[src/rtl/pi_spi_master_if.sv]
// rtl/pi_spi_master_if.sv - frame stream and SPI pin bundle for pi_spi_master
interface pi_spi_master_if #(
  parameter int WIDTH = 48
);
  logic [WIDTH-1:0] tx_tdata;
  logic             tx_tuser;
  logic             tx_tvalid;
  logic             tx_tready;
  logic [WIDTH-1:0] rx_tdata;
  logic             rx_tvalid;
  logic             spi_sck;
  logic             spi_mosi;
  logic             spi_miso;
  logic [1:0]       spi_ce;

  modport master (
    input  tx_tdata, tx_tuser, tx_tvalid, spi_miso,
    output tx_tready, rx_tdata, rx_tvalid, spi_sck, spi_mosi, spi_ce
  );

  modport slave (
    output tx_tdata, tx_tuser, tx_tvalid, spi_miso,
    input  tx_tready, rx_tdata, rx_tvalid, spi_sck, spi_mosi, spi_ce
  );
endinterface

[src/rtl/pi_spi_master.sv]
// rtl/pi_spi_master.sv - mode-0 SPI master moving one WIDTH-bit frame per handshake
module pi_spi_master #(
  parameter int WIDTH  = 48,
  parameter int CLKDIV = 4
) (
  input  logic            clk,
  input  logic            rst,
  pi_spi_master_if.master bus
);
  localparam int              BW       = $clog2(WIDTH);
  localparam logic [7:0]      H_LAST   = 8'(CLKDIV - 1);
  localparam logic [7:0]      GAP_LAST = 8'((CLKDIV > 1) ? CLKDIV - 2 : 0);
  localparam logic [BW-1:0]   BIT_TOP  = BW'(WIDTH - 1);

  typedef enum logic [2:0] {IDLE, SETUP, XFER, HOLD, GAP} state_t;

  state_t           state;
  logic [7:0]       div_cnt;
  logic [BW-1:0]    bit_cnt;
  logic [WIDTH-2:0] tx_sh;
  logic [WIDTH-1:0] rx_sh;
  logic             finish;

  // GAP runs one cycle short: the returning IDLE cycle is the last deselected
  // cycle, so chip enables stay high for H cycles between back-to-back frames.
  assign finish = ((state == HOLD) && (div_cnt == H_LAST) && (CLKDIV == 1)) ||
                  ((state == GAP)  && (div_cnt == GAP_LAST));

  always_ff @(posedge clk) begin
    if (rst) begin
      state         <= IDLE;
      div_cnt       <= '0;
      bit_cnt       <= '0;
      tx_sh         <= '0;
      rx_sh         <= '0;
      bus.tx_tready <= 1'b1;
      bus.rx_tvalid <= 1'b0;
      bus.rx_tdata  <= '0;
      bus.spi_sck   <= 1'b0;
      bus.spi_mosi  <= 1'b0;
      bus.spi_ce    <= 2'b11;
    end else begin
      bus.rx_tvalid <= 1'b0;
      case (state)
        IDLE: begin
          if (bus.tx_tvalid) begin
            tx_sh         <= bus.tx_tdata[WIDTH-2:0];
            bus.spi_mosi  <= bus.tx_tdata[WIDTH-1];
            bus.spi_ce    <= bus.tx_tuser ? 2'b01 : 2'b10;
            bus.tx_tready <= 1'b0;
            div_cnt       <= '0;
            state         <= SETUP;
          end
        end
        SETUP: begin
          if (div_cnt == H_LAST) begin
            div_cnt     <= '0;
            bit_cnt     <= BIT_TOP;
            bus.spi_sck <= 1'b1;
            rx_sh       <= {rx_sh[WIDTH-2:0], bus.spi_miso};
            state       <= XFER;
          end else begin
            div_cnt <= div_cnt + 8'd1;
          end
        end
        XFER: begin
          if (div_cnt != H_LAST) begin
            div_cnt <= div_cnt + 8'd1;
          end else begin
            div_cnt <= '0;
            if (bus.spi_sck) begin
              bus.spi_sck <= 1'b0;
              if (bit_cnt != '0) begin
                bus.spi_mosi <= tx_sh[WIDTH-2];
                tx_sh        <= {tx_sh[WIDTH-3:0], 1'b0};
              end
            end else if (bit_cnt == '0) begin
              state <= HOLD;
            end else begin
              bit_cnt     <= bit_cnt - BW'(1);
              bus.spi_sck <= 1'b1;
              rx_sh       <= {rx_sh[WIDTH-2:0], bus.spi_miso};
            end
          end
        end
        HOLD: begin
          if (div_cnt == H_LAST) begin
            div_cnt    <= '0;
            bus.spi_ce <= 2'b11;
            state      <= GAP;
          end else begin
            div_cnt <= div_cnt + 8'd1;
          end
        end
        GAP: begin
          if (div_cnt == GAP_LAST) begin
            div_cnt <= '0;
          end else begin
            div_cnt <= div_cnt + 8'd1;
          end
        end
        default: state <= IDLE;
      endcase

      if (finish) begin
        state         <= IDLE;
        bus.tx_tready <= 1'b1;
        bus.rx_tvalid <= 1'b1;
        bus.rx_tdata  <= rx_sh;
      end
    end
  end
endmodule

[src/flat_wrapper.sv]
// flat-port wrapper written by rule: the top's interface ports become plain ports
module pi_spi_master_flat 
#(
  parameter int WIDTH  = 48,
  parameter int CLKDIV = 4
)
  (clk, rst, bus_tx_tdata, bus_tx_tuser, bus_tx_tvalid, bus_spi_miso, bus_tx_tready, bus_rx_tdata, bus_rx_tvalid, bus_spi_sck, bus_spi_mosi, bus_spi_ce);
  pi_spi_master_if #(.WIDTH(WIDTH)) bus_i ();
  input  logic clk;
  input  logic rst;
  input wire logic [$bits(bus_i.tx_tdata)-1:0] bus_tx_tdata;
  input wire logic [$bits(bus_i.tx_tuser)-1:0] bus_tx_tuser;
  input wire logic [$bits(bus_i.tx_tvalid)-1:0] bus_tx_tvalid;
  input wire logic [$bits(bus_i.spi_miso)-1:0] bus_spi_miso;
  output wire logic [$bits(bus_i.tx_tready)-1:0] bus_tx_tready;
  output wire logic [$bits(bus_i.rx_tdata)-1:0] bus_rx_tdata;
  output wire logic [$bits(bus_i.rx_tvalid)-1:0] bus_rx_tvalid;
  output wire logic [$bits(bus_i.spi_sck)-1:0] bus_spi_sck;
  output wire logic [$bits(bus_i.spi_mosi)-1:0] bus_spi_mosi;
  output wire logic [$bits(bus_i.spi_ce)-1:0] bus_spi_ce;
  assign bus_i.tx_tdata = bus_tx_tdata;
  assign bus_i.tx_tuser = bus_tx_tuser;
  assign bus_i.tx_tvalid = bus_tx_tvalid;
  assign bus_i.spi_miso = bus_spi_miso;
  assign bus_tx_tready = bus_i.tx_tready;
  assign bus_rx_tdata = bus_i.rx_tdata;
  assign bus_rx_tvalid = bus_i.rx_tvalid;
  assign bus_spi_sck = bus_i.spi_sck;
  assign bus_spi_mosi = bus_i.spi_mosi;
  assign bus_spi_ce = bus_i.spi_ce;
  pi_spi_master #(.WIDTH(WIDTH), .CLKDIV(CLKDIV)) u_core (.clk(clk), .rst(rst), .bus(bus_i));
endmodule
[config.mk]
export PLATFORM = sky130hd
export DESIGN_NAME = pi_spi_master_flat
export DESIGN_NICKNAME = d
export VERILOG_FILES = /design/src/rtl/pi_spi_master_if.sv /design/src/rtl/pi_spi_master.sv /design/src/flat_wrapper.sv
export SDC_FILE = /design/constraint.sdc
export NUM_CORES = 1
export LEC_CHECK = 0
export BUFFER_PORTS_ARGS = -buffer_cell sky130_fd_sc_hd__buf_4
export CAP_MARGIN = 40
export CORE_MARGIN = 1
export CORE_UTILIZATION = 35
export CTS_CLUSTER_DIAMETER = 120
export DETAILED_ROUTE_END_ITERATION = 10
export PLACE_DENSITY = 0.51
export SYNTH_ARGS = -nofsm -noshare
export SYNTH_HDL_FRONTEND = slang
export SYNTH_SLANG_ARGS = --single-unit
[constraint.sdc]
create_clock -name clk -period 2.4 [get_ports clk]
set_input_delay 0.36 -clock clk [delete_from_list [all_inputs] [get_ports clk]]
set_output_delay 0.36 -clock clk [all_outputs]
set_load 0.01 [all_outputs]
==> impl_metrics.json <==
{
  "firstDrtPassIters": 5,
  "netSwitchingFraction_pct": 24.1,
  "synthTopCellsByArea": "dfxtp_1, a21oi_1, mux2i_1",
  "synth_adder_area_share_pct": 0.693,
  "ios": 107,
  "crit_slowest_cell": "a2111oi_0",
  "yosysTopAreaCell": "dfxtp_1",
  "fmax_ghz": 0.449,
  "hold_viol_final": 0,
  "async_reset_ff_share_pct": 0,
  "synth-seq-cells": 166,
  "max_stage_delay_ns": 0.45,
  "rows": 52,
  "period_minus_slack_ns": 2.23,
  "ant_nets": 0,
  "grt_pass1_vias": 6062,
  "layout-drive-gt1-share_pct": 24.0,
  "grt_max_degree": 55,
  "drtIter0Drc": 381,
  "cts_tree": "yes",
  "finClkSkew_ns": 0.0103,
  "synth_compound_area_share_pct": 25.0,
  "area_growth_pct": 22.9,
  "port_buffers": 106,
  "drt_wl_total_um": 18100,
  "final_cell_mix": "dfxtp_1, buf_4, nand2_1, a21oi_1, nand3_1",
  "syn_nets": 872,
  "grt_pass1_wl_um": 29900,
  "p_seq_share_pct": 47.0,
  "worst-path-buf-inv": 2,
  "p_clk_share_pct": 46.0,
  "finalWeightedCongestion": 0.807,
  "internal_power_w": 0.00465,
  "cts_root_buf": "clkbuf_16",
  "cp.required_ns": 2.77,
  "critical_path_class": "register to register",
  "fin_nets": 940,
  "synth_top_family_by_area": "compound AO/OA/AOI/OAI gates",
  "comb_power_share_pct": 7.0,
  "pre_cts_slack_ns": 0.168,
  "crit_arrival_ns": 2.60,
  "cts_sinks": 166,
  "status": "completed",
  "fp.dieW_um": 146,
  "path_delay_family": "compound AO/OA/AOI/OAI gates",
  "synth_edf_count": 0,
  "cts_hold_buf": 0,
  "cp_max_fo": 31,
  "grt.total_usage_pct": 17.2,
  "cp-end-kind": "register",
  "start_util_pct": 35.7,
  "synth-simple-area-share_pct": 15.2,
  "p_switching_w": 0.00148,
  "worst_slew_pin_slew_ns": 0.632,
  "yosysSeqAreaShare_pct": 46.0,
  "fin_tns_setup_ns": 0,
  "finalCritPeriodShare_pct": 92.8,
  "max_slew_margin_pct": 57.6,
  "htreeDepth": 4,
  "grt-ovfl-total": 0,
  "cap_violations": 0,
  "placed_cells": 1134,
  "fin_cells": 1166,
  "avgSynthCellArea_um2": 8.86,
  "postLayoutSetupSlackWorst_ns": 0.172,
  "ir_drop_uv": 449,
  "diodes": 0,
  "slew_viol_final": 0,
  "muxShareOfSynthArea_pct": 6.67,
  "dp.final_hpwl_um": 11500,
  "power.density_nw_per_um2": 692,
  "dieHeight_um": 146,
  "cp_cell_sequence": "ha_1 -> nor4bb_1 -> buf_4 -> a21boi_4 -> buf_12 -> a2111oi_0 -> a31o_2",
  "coreArea_um2": 20200,
  "drc": 0,
  "yosysWarnings": 0,
  "synth-xor-area-share_pct": 0.607,
  "start_kind": "register",
  "via_count": 6464,
  "fin_total_pwr_w": 0.00614,
  "synth_top_area_share_pct": 46.0,
  "cts_setup_buffers": 0,
  "leakagePower_nw": 3.07,
  "hold_ws_ns": 0.217,
  "cts_buffers": 17,
  "antenna_found_initial": 0,
  "synth_area_um2": 7220,
  "synth_cells": 815,
  "clk_latency_ns": 0.42,
  "routedWlPerCell_um": 15.6,
  "vias_per_cell": 5.54,
  "dieArea_um2": 21200,
  "path_clk_slew_ns": 0.07,
  "hold_class": "input port to register",
  "clk_path_buf_depth": 2,
  "synth_ff_type": "dfxtp_1",
  "final_common_cell": "dfxtp_1",
  "rsz0062_at_grt": "false",
  "synth_cell_type_count": 56,
  "setup_violations": 0
}
[timing repair]
| item | in CTS | in global routing |
|---|---|---|
| resized for setup | 0 | 10 |
| endpoints found under the hold margin | 0 | 0 |
| endpoints found under the setup margin | 0 | 40 |
[flip-flops by register name, summed over array words and instances (netlist names)]
register	cells
u_core.bus.tx_tready	1
u_core.div_cnt	8
u_core.rx_sh	48
u_core.tx_sh	47
u_core.bus.spi_sck	1
u_core.bus.rx_tvalid	1
u_core.bus.rx_tdata	48
u_core.state	3
u_core.bus.spi_ce	2
u_core.bit_cnt	6
u_core.bus.spi_mosi	1
[Yosys cell counts (2+ instances only)]
master	instances
nor2_1	12
o21ai_1	2
or4_1	2
nand2b_1	2
nand3_1	54
nand4_1	4
a211oi_1	5
a21o_1	2
inv_1	4
a31oi_1	3
buf_6	5
a2111oi_1	2
o211ai_1	2
a2111oi_0	47
nor4bb_1	4
xor2_1	3
buf_2	23
a31o_1	13
nand2_1	106
and3_1	4
ha_1	4
o31ai_1	2
o21ai_0	51
or3_1	2
dfxtp_1	166
clkbuf_1	56
buf_4	2
a21oi_1	104
nor3b_1	6
mux2i_1	47
nor4_1	5
a31o_2	34
and4_1	3
xnor2_1	2
nor3_1	11
[tightest hold or removal path: stages]
cell and delay [ns]:
buf_4 0.08, nor2_1 0.03, o21ai_0 0.12
[worst paths after layout]
check / from / endpoint / slack (ns) / cells past startpoint
min reg2reg: u_core.bus.rx_tdata[46] / u_core.bus.rx_tdata[46] / 0.46 / 2
min: bus_tx_tuser / u_core.bus.spi_ce[0] / 0.22 / 3
max: u_core.div_cnt[0] / u_core.tx_sh[20] / 0.17 / 7
max reg2reg: u_core.div_cnt[0] / u_core.tx_sh[20] / 0.17 / 7
[power groups by stage]
stage | Sequential (W) | Clock (W) | Combinational, W
final | 0.00288 | 0.00282 | 0.000432
after global routing | 0.00289 | 0.00302 | 0.000472
after CTS | 0.00288 | 0.00290 | 0.000426
after detailed placement | 0.00294 | 0 | 0.000425
after global placement | 0.00294 | 0 | 0.000411
after floorplan | 0.00294 | 0 | 0.000278
[per-stage QoR]
| stage | util [%] | cell area [um^2] |
|---|---|---|
| floorplan | - | 7220 |
| finish | 43.8 | 8870 |
| global placement | 40.7 | 8240 |
| CTS | 43.7 | 8850 |
| detailed placement | 40.7 | 8240 |
| global route | 43.8 | 8870 |
[metal layers]
metal / GRT usage [%] / vias to the layer above / share of wire (%)
met5: 0 / - / 0
met3: 4.01 / 13 / 4.7
met1: 23.0 / 3116 / 48
met4: 5.21 / 0 / 1.1
li1: - / 3160 / -
met2: 27.4 / 175 / 47
[cell families (layout without fill, tap and decap cells)]
kind of cell | after synthesis | in the layout
simple gates | 225 | 225
mux | 48 | 48
buf+inv | 91 | 172
fa+ha+maj | 4 | 4
flops | 166 | 166
xor+xnor | 5 | 5
compound gates | 276 | 276
[final cells by class]
class,instances,area (um^2)
clock inverters,13,159
well taps,270,338
multi-input cells,558,3520
clock buffers,19,453
flip-flops and latches,166,3320
repair buffers,135,1050
fillers,1998,11400
inverters,5,18.8
Note: power is estimated with default switching activity, not from simulation.
